<file path="config.mk">
export PLATFORM = sky130hd
export DESIGN_NAME = fetch_stage_flat
export DESIGN_NICKNAME = d
export VERILOG_FILES = /design/src/rtl/fetch_pkg.sv /design/src/rtl/fetch_stage_if.sv /design/src/rtl/fetch_fifo.sv /design/src/rtl/fetch_stage.sv /design/src/flat_wrapper.sv
export SDC_FILE = /design/constraint.sdc
export NUM_CORES = 1
export LEC_CHECK = 0
export ABC_AREA = 1
export ABC_CLOCK_PERIOD_IN_PS = 5860
export CORE_MARGIN = 10
export CORE_UTILIZATION = 55
export DETAILED_ROUTE_END_ITERATION = 8
export PLACE_DENSITY = 0.81
export RECOVER_POWER = 50
export SLEW_MARGIN = 20
export SYNTH_ARGS = -nofsm -noshare
export SYNTH_HDL_FRONTEND = slang
export SYNTH_SLANG_ARGS = --single-unit
</file>
<file path="constraint.sdc">
create_clock -name CLK -period 5.86 [get_ports CLK]
set_input_delay 1.172 -clock CLK [delete_from_list [all_inputs] [get_ports CLK]]
set_output_delay 1.172 -clock CLK [all_outputs]
set_load 0.02 [all_outputs]
</file>
<file path="src/rtl/fetch_pkg.sv">
// fetch_pkg: shared widths, constants and the buffered-entry payload for the
// instruction-fetch stage.
package fetch_pkg;

    localparam int unsigned INSTR_W = 32;
    localparam int unsigned ADDR_W  = 32;

    localparam logic [INSTR_W-1:0] NOP_INSTR = 32'h0000_0000;
    localparam logic [ADDR_W-1:0]  PC_STEP   = 32'd4;

    // One fetched instruction together with the byte address it came from.
    typedef struct packed {
        logic [ADDR_W-1:0]  pc;
        logic [INSTR_W-1:0] instr;
    } fetch_entry_t;

    // Clears the byte-offset bits so the result is a word address.
    function automatic logic [ADDR_W-1:0] word_align(input logic [ADDR_W-1:0] a);
        return a & ~ADDR_W'(3);
    endfunction

endpackage

</file>
<file path="src/rtl/fetch_stage_if.sv">
// fetch_stage_if: instruction-memory read port.
//   master (fetch side): drives imem_req_valid, imem_addr; receives
//                        imem_req_ready, imem_rsp_valid, imem_rsp_data
//   slave  (memory side): the mirror image
interface fetch_stage_if;
    import fetch_pkg::*;

    logic               imem_req_valid;
    logic               imem_req_ready;
    logic [ADDR_W-1:0]  imem_addr;
    logic               imem_rsp_valid;
    logic [INSTR_W-1:0] imem_rsp_data;

    modport master (
        output imem_req_valid,
        output imem_addr,
        input  imem_req_ready,
        input  imem_rsp_valid,
        input  imem_rsp_data
    );

    modport slave (
        input  imem_req_valid,
        input  imem_addr,
        output imem_req_ready,
        output imem_rsp_valid,
        output imem_rsp_data
    );
endinterface

</file>
<file path="src/rtl/fetch_fifo.sv">
// fetch_fifo: synchronous FIFO of fetch_entry_t (DEPTH a power of 2, >= 2).
//   clk, rst     : clock, synchronous active-high reset
//   flush        : empties the FIFO; wins over push and pop
//   push/push_data, pop : enqueue / dequeue
//   head_c       : current head entry (combinational read)
//   count, empty, full : registered occupancy status
module fetch_fifo
    import fetch_pkg::*;
#(
    parameter  int unsigned DEPTH = 4,
    localparam int unsigned PTR_W = $clog2(DEPTH),
    localparam int unsigned CNT_W = PTR_W + 1
) (
    input  logic             clk,
    input  logic             rst,
    input  logic             flush,
    input  logic             push,
    input  fetch_entry_t     push_data,
    input  logic             pop,
    output fetch_entry_t     head_c,
    output logic [CNT_W-1:0] count,
    output logic             empty,
    output logic             full
);

    fetch_entry_t     mem_q [DEPTH];
    fetch_entry_t     mem_d [DEPTH];
    logic [PTR_W-1:0] wr_ptr_q, wr_ptr_d;
    logic [PTR_W-1:0] rd_ptr_q, rd_ptr_d;
    logic [CNT_W-1:0] count_q, count_d;
    logic             empty_q, full_q;
    logic             do_push, do_pop;

    // Next-state: flush resets pointers, otherwise push/pop move them.
    always_comb begin
        mem_d    = mem_q;
        wr_ptr_d = wr_ptr_q;
        rd_ptr_d = rd_ptr_q;
        count_d  = count_q;
        do_push  = push && !flush;
        do_pop   = pop && !flush && !empty_q;
        if (flush) begin
            wr_ptr_d = '0;
            rd_ptr_d = '0;
            count_d  = '0;
        end else begin
            if (do_push) begin
                mem_d[wr_ptr_q] = push_data;
                wr_ptr_d        = wr_ptr_q + PTR_W'(1);
            end
            if (do_pop) begin
                rd_ptr_d = rd_ptr_q + PTR_W'(1);
            end
            count_d = count_q + CNT_W'(do_push) - CNT_W'(do_pop);
        end
    end

    always_ff @(posedge clk) begin
        if (rst) begin
            for (int i = 0; i < int'(DEPTH); i++) begin
                mem_q[i] <= '0;
            end
            wr_ptr_q <= '0;
            rd_ptr_q <= '0;
            count_q  <= '0;
            empty_q  <= 1'b1;
            full_q   <= 1'b0;
        end else begin
            mem_q    <= mem_d;
            wr_ptr_q <= wr_ptr_d;
            rd_ptr_q <= rd_ptr_d;
            count_q  <= count_d;
            empty_q  <= (count_d == '0);
            full_q   <= (count_d == CNT_W'(DEPTH));
        end
    end

    // The fetch credit scheme must never let a push land on a full buffer.
    always_ff @(posedge clk) begin
        if (!rst) begin
            assert (!(push && !flush && !pop && full_q))
                else $error("fetch_fifo overflow");
        end
    end

    assign head_c = mem_q[rd_ptr_q];
    assign count  = count_q;
    assign empty  = empty_q;
    assign full   = full_q;

endmodule

</file>
<file path="src/rtl/fetch_stage.sv">
// fetch_stage: MIPS instruction-fetch stage.
//   CLK, RST        : clock, synchronous active-high reset
//   imem            : instruction-memory read port (fetch_stage_if.master)
//   decode_ready    : Decode accepts the presented instruction
//   inst_valid, instruction, pc_out : registered instruction to Decode
//   redirect_valid, redirect_pc     : branch/jump redirect pulse and target
// Optional: define FETCH_PERF_CNT_EN to add perf_stall_cycles,
// perf_bubble_cycles and perf_squashed counters.
module fetch_stage
    import fetch_pkg::*;
#(
    parameter logic [ADDR_W-1:0] RESET_PC   = 32'h0000_0000,
    parameter int unsigned       FIFO_DEPTH = 4
) (
    input  logic               CLK,
    input  logic               RST,
    fetch_stage_if.master      imem,
    input  logic               decode_ready,
    output logic               inst_valid,
    output logic [INSTR_W-1:0] instruction,
    output logic [ADDR_W-1:0]  pc_out,
    input  logic               redirect_valid,
    input  logic [ADDR_W-1:0]  redirect_pc
`ifdef FETCH_PERF_CNT_EN
    ,
    output logic [31:0]        perf_stall_cycles,
    output logic [31:0]        perf_bubble_cycles,
    output logic [31:0]        perf_squashed
`endif
);

    localparam int unsigned CNT_W = $clog2(FIFO_DEPTH) + 1;
    localparam int unsigned SUM_W = CNT_W + 1;

    logic [ADDR_W-1:0]  pc_q, pc_d;
    logic [ADDR_W-1:0]  rsp_pc_q, rsp_pc_d;
    logic [CNT_W-1:0]   outstanding_q, outstanding_d;
    logic [CNT_W-1:0]   drop_cnt_q, drop_cnt_d;
    logic               inst_valid_q, inst_valid_d;
    logic [INSTR_W-1:0] instruction_q, instruction_d;
    logic [ADDR_W-1:0]  pc_out_q, pc_out_d;

    logic               req_valid_c;
    logic               grant, drop, push, pop;
    fetch_entry_t       push_entry, fifo_head;
    logic [CNT_W-1:0]   fifo_count;
    logic               fifo_empty, fifo_full;

    fetch_fifo #(.DEPTH(FIFO_DEPTH)) u_fifo (
        .clk       (CLK),
        .rst       (RST),
        .flush     (redirect_valid),
        .push      (push),
        .push_data (push_entry),
        .pop       (pop),
        .head_c    (fifo_head),
        .count     (fifo_count),
        .empty     (fifo_empty),
        .full      (fifo_full)
    );

    // Credit check: in-flight reads plus buffered entries never exceed the FIFO.
    assign req_valid_c = !RST && !redirect_valid &&
                         ((SUM_W'(outstanding_q) + SUM_W'(fifo_count)) < SUM_W'(FIFO_DEPTH));
    assign imem.imem_req_valid = req_valid_c;
    assign imem.imem_addr      = pc_q;

    // Next-state for PC tracking, squash accounting and the Decode register.
    always_comb begin
        pc_d          = pc_q;
        rsp_pc_d      = rsp_pc_q;
        drop_cnt_d    = drop_cnt_q;
        inst_valid_d  = inst_valid_q;
        instruction_d = instruction_q;
        pc_out_d      = pc_out_q;
        grant         = req_valid_c && imem.imem_req_ready;
        drop          = imem.imem_rsp_valid && (redirect_valid || (drop_cnt_q != '0));
        push          = imem.imem_rsp_valid && !drop;
        pop           = !fifo_empty && (!inst_valid_q || decode_ready) && !redirect_valid;
        push_entry.pc    = rsp_pc_q;
        push_entry.instr = imem.imem_rsp_data;

        outstanding_d = outstanding_q + CNT_W'(grant) - CNT_W'(imem.imem_rsp_valid);

        if (redirect_valid) begin
            pc_d          = word_align(redirect_pc);
            rsp_pc_d      = word_align(redirect_pc);
            // Every read still in flight after this cycle predates the redirect.
            drop_cnt_d    = outstanding_q - CNT_W'(imem.imem_rsp_valid);
            inst_valid_d  = 1'b0;
            instruction_d = NOP_INSTR;
        end else begin
            if (grant) begin
                pc_d = pc_q + PC_STEP;
            end
            if (push) begin
                rsp_pc_d = rsp_pc_q + PC_STEP;
            end
            if (drop) begin
                drop_cnt_d = drop_cnt_q - CNT_W'(1);
            end
            if (pop) begin
                inst_valid_d  = 1'b1;
                instruction_d = fifo_head.instr;
                pc_out_d      = fifo_head.pc;
            end else if (decode_ready) begin
                inst_valid_d  = 1'b0;
            end
        end
    end

    always_ff @(posedge CLK) begin
        if (RST) begin
            pc_q          <= RESET_PC;
            rsp_pc_q      <= RESET_PC;
            outstanding_q <= '0;
            drop_cnt_q    <= '0;
            inst_valid_q  <= 1'b0;
            instruction_q <= NOP_INSTR;
            pc_out_q      <= '0;
        end else begin
            pc_q          <= pc_d;
            rsp_pc_q      <= rsp_pc_d;
            outstanding_q <= outstanding_d;
            drop_cnt_q    <= drop_cnt_d;
            inst_valid_q  <= inst_valid_d;
            instruction_q <= instruction_d;
            pc_out_q      <= pc_out_d;
        end
    end

    assign inst_valid  = inst_valid_q;
    assign instruction = instruction_q;
    assign pc_out      = pc_out_q;

`ifdef FETCH_PERF_CNT_EN
    logic [31:0] stall_q, stall_d;
    logic [31:0] bubble_q, bubble_d;
    logic [31:0] squash_q, squash_d;

    // Free-running wrapping event counters.
    always_comb begin
        stall_d  = stall_q  + 32'(inst_valid_q && !decode_ready);
        bubble_d = bubble_q + 32'(!inst_valid_q && !RST);
        squash_d = squash_q + 32'(drop);
    end

    always_ff @(posedge CLK) begin
        if (RST) begin
            stall_q  <= '0;
            bubble_q <= '0;
            squash_q <= '0;
        end else begin
            stall_q  <= stall_d;
            bubble_q <= bubble_d;
            squash_q <= squash_d;
        end
    end

    assign perf_stall_cycles  = stall_q;
    assign perf_bubble_cycles = bubble_q;
    assign perf_squashed      = squash_q;
`endif

endmodule

</file>
<file path="src/flat_wrapper.sv">
// flat-port wrapper written by rule: the top's interface ports become plain ports
module fetch_stage_flat import fetch_pkg::*;
#(
    parameter logic [ADDR_W-1:0] RESET_PC   = 32'h0000_0000,
    parameter int unsigned       FIFO_DEPTH = 4
)
  (CLK, RST, decode_ready, inst_valid, instruction, pc_out, redirect_valid, redirect_pc, imem_imem_req_valid, imem_imem_addr, imem_imem_req_ready, imem_imem_rsp_valid, imem_imem_rsp_data);
  fetch_stage_if imem_i ();
  input  logic CLK;
  input  logic RST;
  input  logic decode_ready;
  output logic inst_valid;
  output logic [INSTR_W-1:0] instruction;
  output logic [ADDR_W-1:0] pc_out;
  input  logic redirect_valid;
  input  logic [ADDR_W-1:0] redirect_pc;
  output wire logic [$bits(imem_i.imem_req_valid)-1:0] imem_imem_req_valid;
  output wire logic [$bits(imem_i.imem_addr)-1:0] imem_imem_addr;
  input wire logic [$bits(imem_i.imem_req_ready)-1:0] imem_imem_req_ready;
  input wire logic [$bits(imem_i.imem_rsp_valid)-1:0] imem_imem_rsp_valid;
  input wire logic [$bits(imem_i.imem_rsp_data)-1:0] imem_imem_rsp_data;
  assign imem_imem_req_valid = imem_i.imem_req_valid;
  assign imem_imem_addr = imem_i.imem_addr;
  assign imem_i.imem_req_ready = imem_imem_req_ready;
  assign imem_i.imem_rsp_valid = imem_imem_rsp_valid;
  assign imem_i.imem_rsp_data = imem_imem_rsp_data;
  fetch_stage #(.RESET_PC(RESET_PC), .FIFO_DEPTH(FIFO_DEPTH)) u_core (.CLK(CLK), .RST(RST), .imem(imem_i), .decode_ready(decode_ready), .inst_valid(inst_valid), .instruction(instruction), .pc_out(pc_out), .redirect_valid(redirect_valid), .redirect_pc(redirect_pc));
endmodule
</file>
==> summary.md <==
| Metric | Value |
|---|---|
| Max frequency | ~220 MHz |
| Hold Path Class | reg -> reg |
| Slowest library cell on the worst path | clkbuf_1 |
| Clock sinks | roughly 390 |
| Syn-to-layout area delta | 15.74% |
| Clock transition at path regs | 0.06 ns |
| Setup violators final | 0 |
| GRT overflow | 0 |
| Post-DRT Antenna Nets | 0 |
| CP Capture Type | output port |
| RD Place Congestion | 0.9252 |
| Number of H-tree levels | 2 |
| Critical path class | in -> out |
| Vias in the first global route | between 15000 and 20000 |
| CP Data Arrival Time | 3.41 ns |
| Die area | ~40000 um2 |
| Ranking of synthesized cells by area | dfxtp_1 44%, a21oi_1 10%, nand2_1 7.9%, inv_1 6.5%, o21ai_0 6.2% |
| Post-synth cell types | 36 |
| Post-CTS Resized | 0 |
| Root Buffer | clkbuf_16 |
| Unrepaired setup endpoints after global routing | false |
| DRC Markers | 0 |
| Num CTS Buffers | between 40 and 50 |
| Initial antenna violation count | 0 |
| First-pass GRT wire length | roughly 80 mm |
| Max Cap Viol | 2 |
| Total Power | approximately 6 mW |
| Ratio of cells with drive above 1 in the final layout | ~3.8% |
| Ant. Diodes | 0 |
| Status | finished with violations |
| Total number of vias | between 15000 and 20000 |
| P per Cell Area | 296.7 nW/um2 |
| Sequential-to-total area share from yosys stat | a little over two fifths |
| Violated checks | capacitance limit, slew limit |
| Drt initial violations | 1437 |
| NumNets Final | about 2600 |
| Setup Skew | approximately 0.019 ns |
| Syn_area_per_cell | 7.113 um2 |
| Largest net degree at the start of global routing | 170 |
| Skew-Pair Late Insertion Delay | between 0.5 and 0.6 ns |
| TritonCTS clock tree | yes |
| Seq cells post-synth | 385 |
| Worst Hold Margin | 0.4508 ns |
| Cells after Synth | 2482 |
| Synth Cell Area | 17650 um2 |
| Top-level I/O count | around 170 |
| # hold bufs at CTS | 0 |
| Slew Viols, Final | between 90 and 100 |
| Final hold violation count | 0 |
| Cell Count, Final, Fillers Out | roughly 3000 |
| Via/cell ratio | between 5 and 6 |
| Final period util | about four fifths |
| Die width | 199.2 um |
| Wirelength per Cell | 16.78 um |
| Minimum clock period | between 4 and 5 ns |
| Yosys warnings | 0 |
| Largest stage delay, worst path | approximately 1.5 ns |
| CORE AREA | ~32000 um2 |
| Pre-antenna DRT Iters | 6 |
| Max-slew headroom | -57.33% |
| FP Rows | 65 |
| Final TNS setup | 0 ns |
| Slew of the pin with the lowest slew margin | between 2 and 2.5 ns |
| Crit path cell chain | clkbuf_1 > nor2_4 > nand2_1 > nor2_1 > clkdlybuf4s50_1 |
| Yosys top cell area share | 43.66% |
| CP Max Fanout | 49 |
| Postcts setup bufs | 0 |
| Max VDD drop | between 0.2 and 0.3 mV |
| Dpl hpwl | slightly above 30 mm |
| Buffers on Ports | between 150 and 200 |
| Placed Instances | 2888 |
| Chip Height | 199.2 um |
| Overall routing resource usage | about a quarter |
| Required time of the critical path | 4.69 ns |
| Leading area contributor after synthesis | dfxtp_1 |
| Leakage | 7.775 nW |
| Clock buffer depth | 3 |
| Drt total wl | 49.68 mm |
| Startpoint Class | primary input |
| Initial core utilization | around 56% |
layer usage:
layer | track usage [%] | vias to the layer above | part of all wire (%)
li1 | - | 8264 | -
met1 | 29.97 | 7841 | 42
met2 | 41.89 | 625 | 48
met3 | 3.095 | 126 | 6.4
met4 | 10.31 | 0 | 3.6
met5 | 0 | - | 0
final timing paths:
kind | startpoint | slack, ns | end | cells past startpoint
setup / recovery | redirect_valid | 1.27 | imem_imem_req_valid | 5
hold / removal | u_core.u_fifo.mem_q[164]$_SDFFE_PP0P_ | 0.45 | u_core.u_fifo.mem_q[164]$_SDFFE_PP0P_ | 2
setup reg to reg | u_core.outstanding_q[1]$_SDFF_PP0_ | 2.74 | u_core.outstanding_q[2]$_SDFF_PP0_ | 12
hold reg to reg | u_core.u_fifo.mem_q[164]$_SDFFE_PP0P_ | 0.45 | u_core.u_fifo.mem_q[164]$_SDFFE_PP0P_ | 2
state kept, by name, indices dropped and copies added, names as in the netlist, 3 cells and up:
register and cells:
u_core.u_fifo.mem_q 248, u_core.instruction 32, u_core.imem.imem_addr 30, u_core.pc_out 30, u_core.rsp_pc_q 30, u_core.drop_cnt_q 3, u_core.outstanding_q 3, u_core.u_fifo.count 3
cell families (layout without fill, tap and decap cells):
| logic type | after synthesis | in the layout | synth area share [%] |
|---|---|---|---|
| buffers and inverters | 492 | 565 | 11.50 |
| AOI/OAI and AO/OA | 741 | 741 | 23.05 |
| DFF | 385 | 385 | 43.66 |
| and+or+nand+nor | 828 | 828 | 19.57 |
| xor gates and xnor gates | 17 | 17 | 0.8434 |
| adders and majority gates | 18 | 18 | 1.361 |
| other | 1 | 4 | 0.02124 |
synthesized netlist by cell type (all sizes together):
cell / count
dfxtp: 385
nand2: 374
a21oi: 362
inv: 315
o21ai: 237
nor2: 236
nand3: 208
o211ai: 127
clkbuf: 99
buf: 78
ha: 16
xor2: 13
a31oi: 7
nand4: 6
xnor2: 4
a211oi: 3
o21bai: 3
fa: 2
or2: 2
and2: 1
conb: 1
nor3: 1
o22ai: 1
o31ai: 1
placed cells by master, fill, tap and decap left out, drive strengths merged, types with 4 or more instances in the layout:
cell type	synthesis	final
dfxtp	385	385
nand2	374	374
a21oi	362	362
inv	315	316
o21ai	237	237
nor2	236	236
nand3	208	208
o211ai	127	127
dlygate4sd3	0	93
clkdlybuf4s50	0	66
clkbuf	99	65
buf	78	18
ha	16	16
xor2	13	13
a31oi	7	7
nand4	6	6
xnor2	4	4
conb	1	4
bufinv	0	4
metrics by stage:
stage,setup slack (ns),utilization [%],cell area (um2)
floorplan,2.594,-,17670
global placement,1.786,60.36,19100
detailed placement,1.676,60.36,19100
CTS,2.062,64.55,20420
global route,1.014,64.59,20430
finish,1.274,64.59,20430
critical path: cells and delay by family:
kind | cells | cell delay [ns]
buf+inv | 2 | 2.04
simple gates | 3 | 0.20
report_power, final:
group	switching, mW	internal, mW
registers	0.0831	2.71
clock network	1.04	1.56
logic	0.434	0.236
total	1.56	4.50
layout make-up:
| cell class | instances | area, um2 |
|---|---|---|
| clock inverters | 8 | 143.9 |
| repair buffers | 179 | 1767 |
| clock buffers | 63 | 1181 |
| inverters | 315 | 1192 |
| multi-input cells | 1608 | 7931 |
| fillers | 2746 | 11200 |
| flip-flops and latches | 385 | 7715 |
| well taps | 402 | 503.0 |
(Power assumes the default switching activity.)
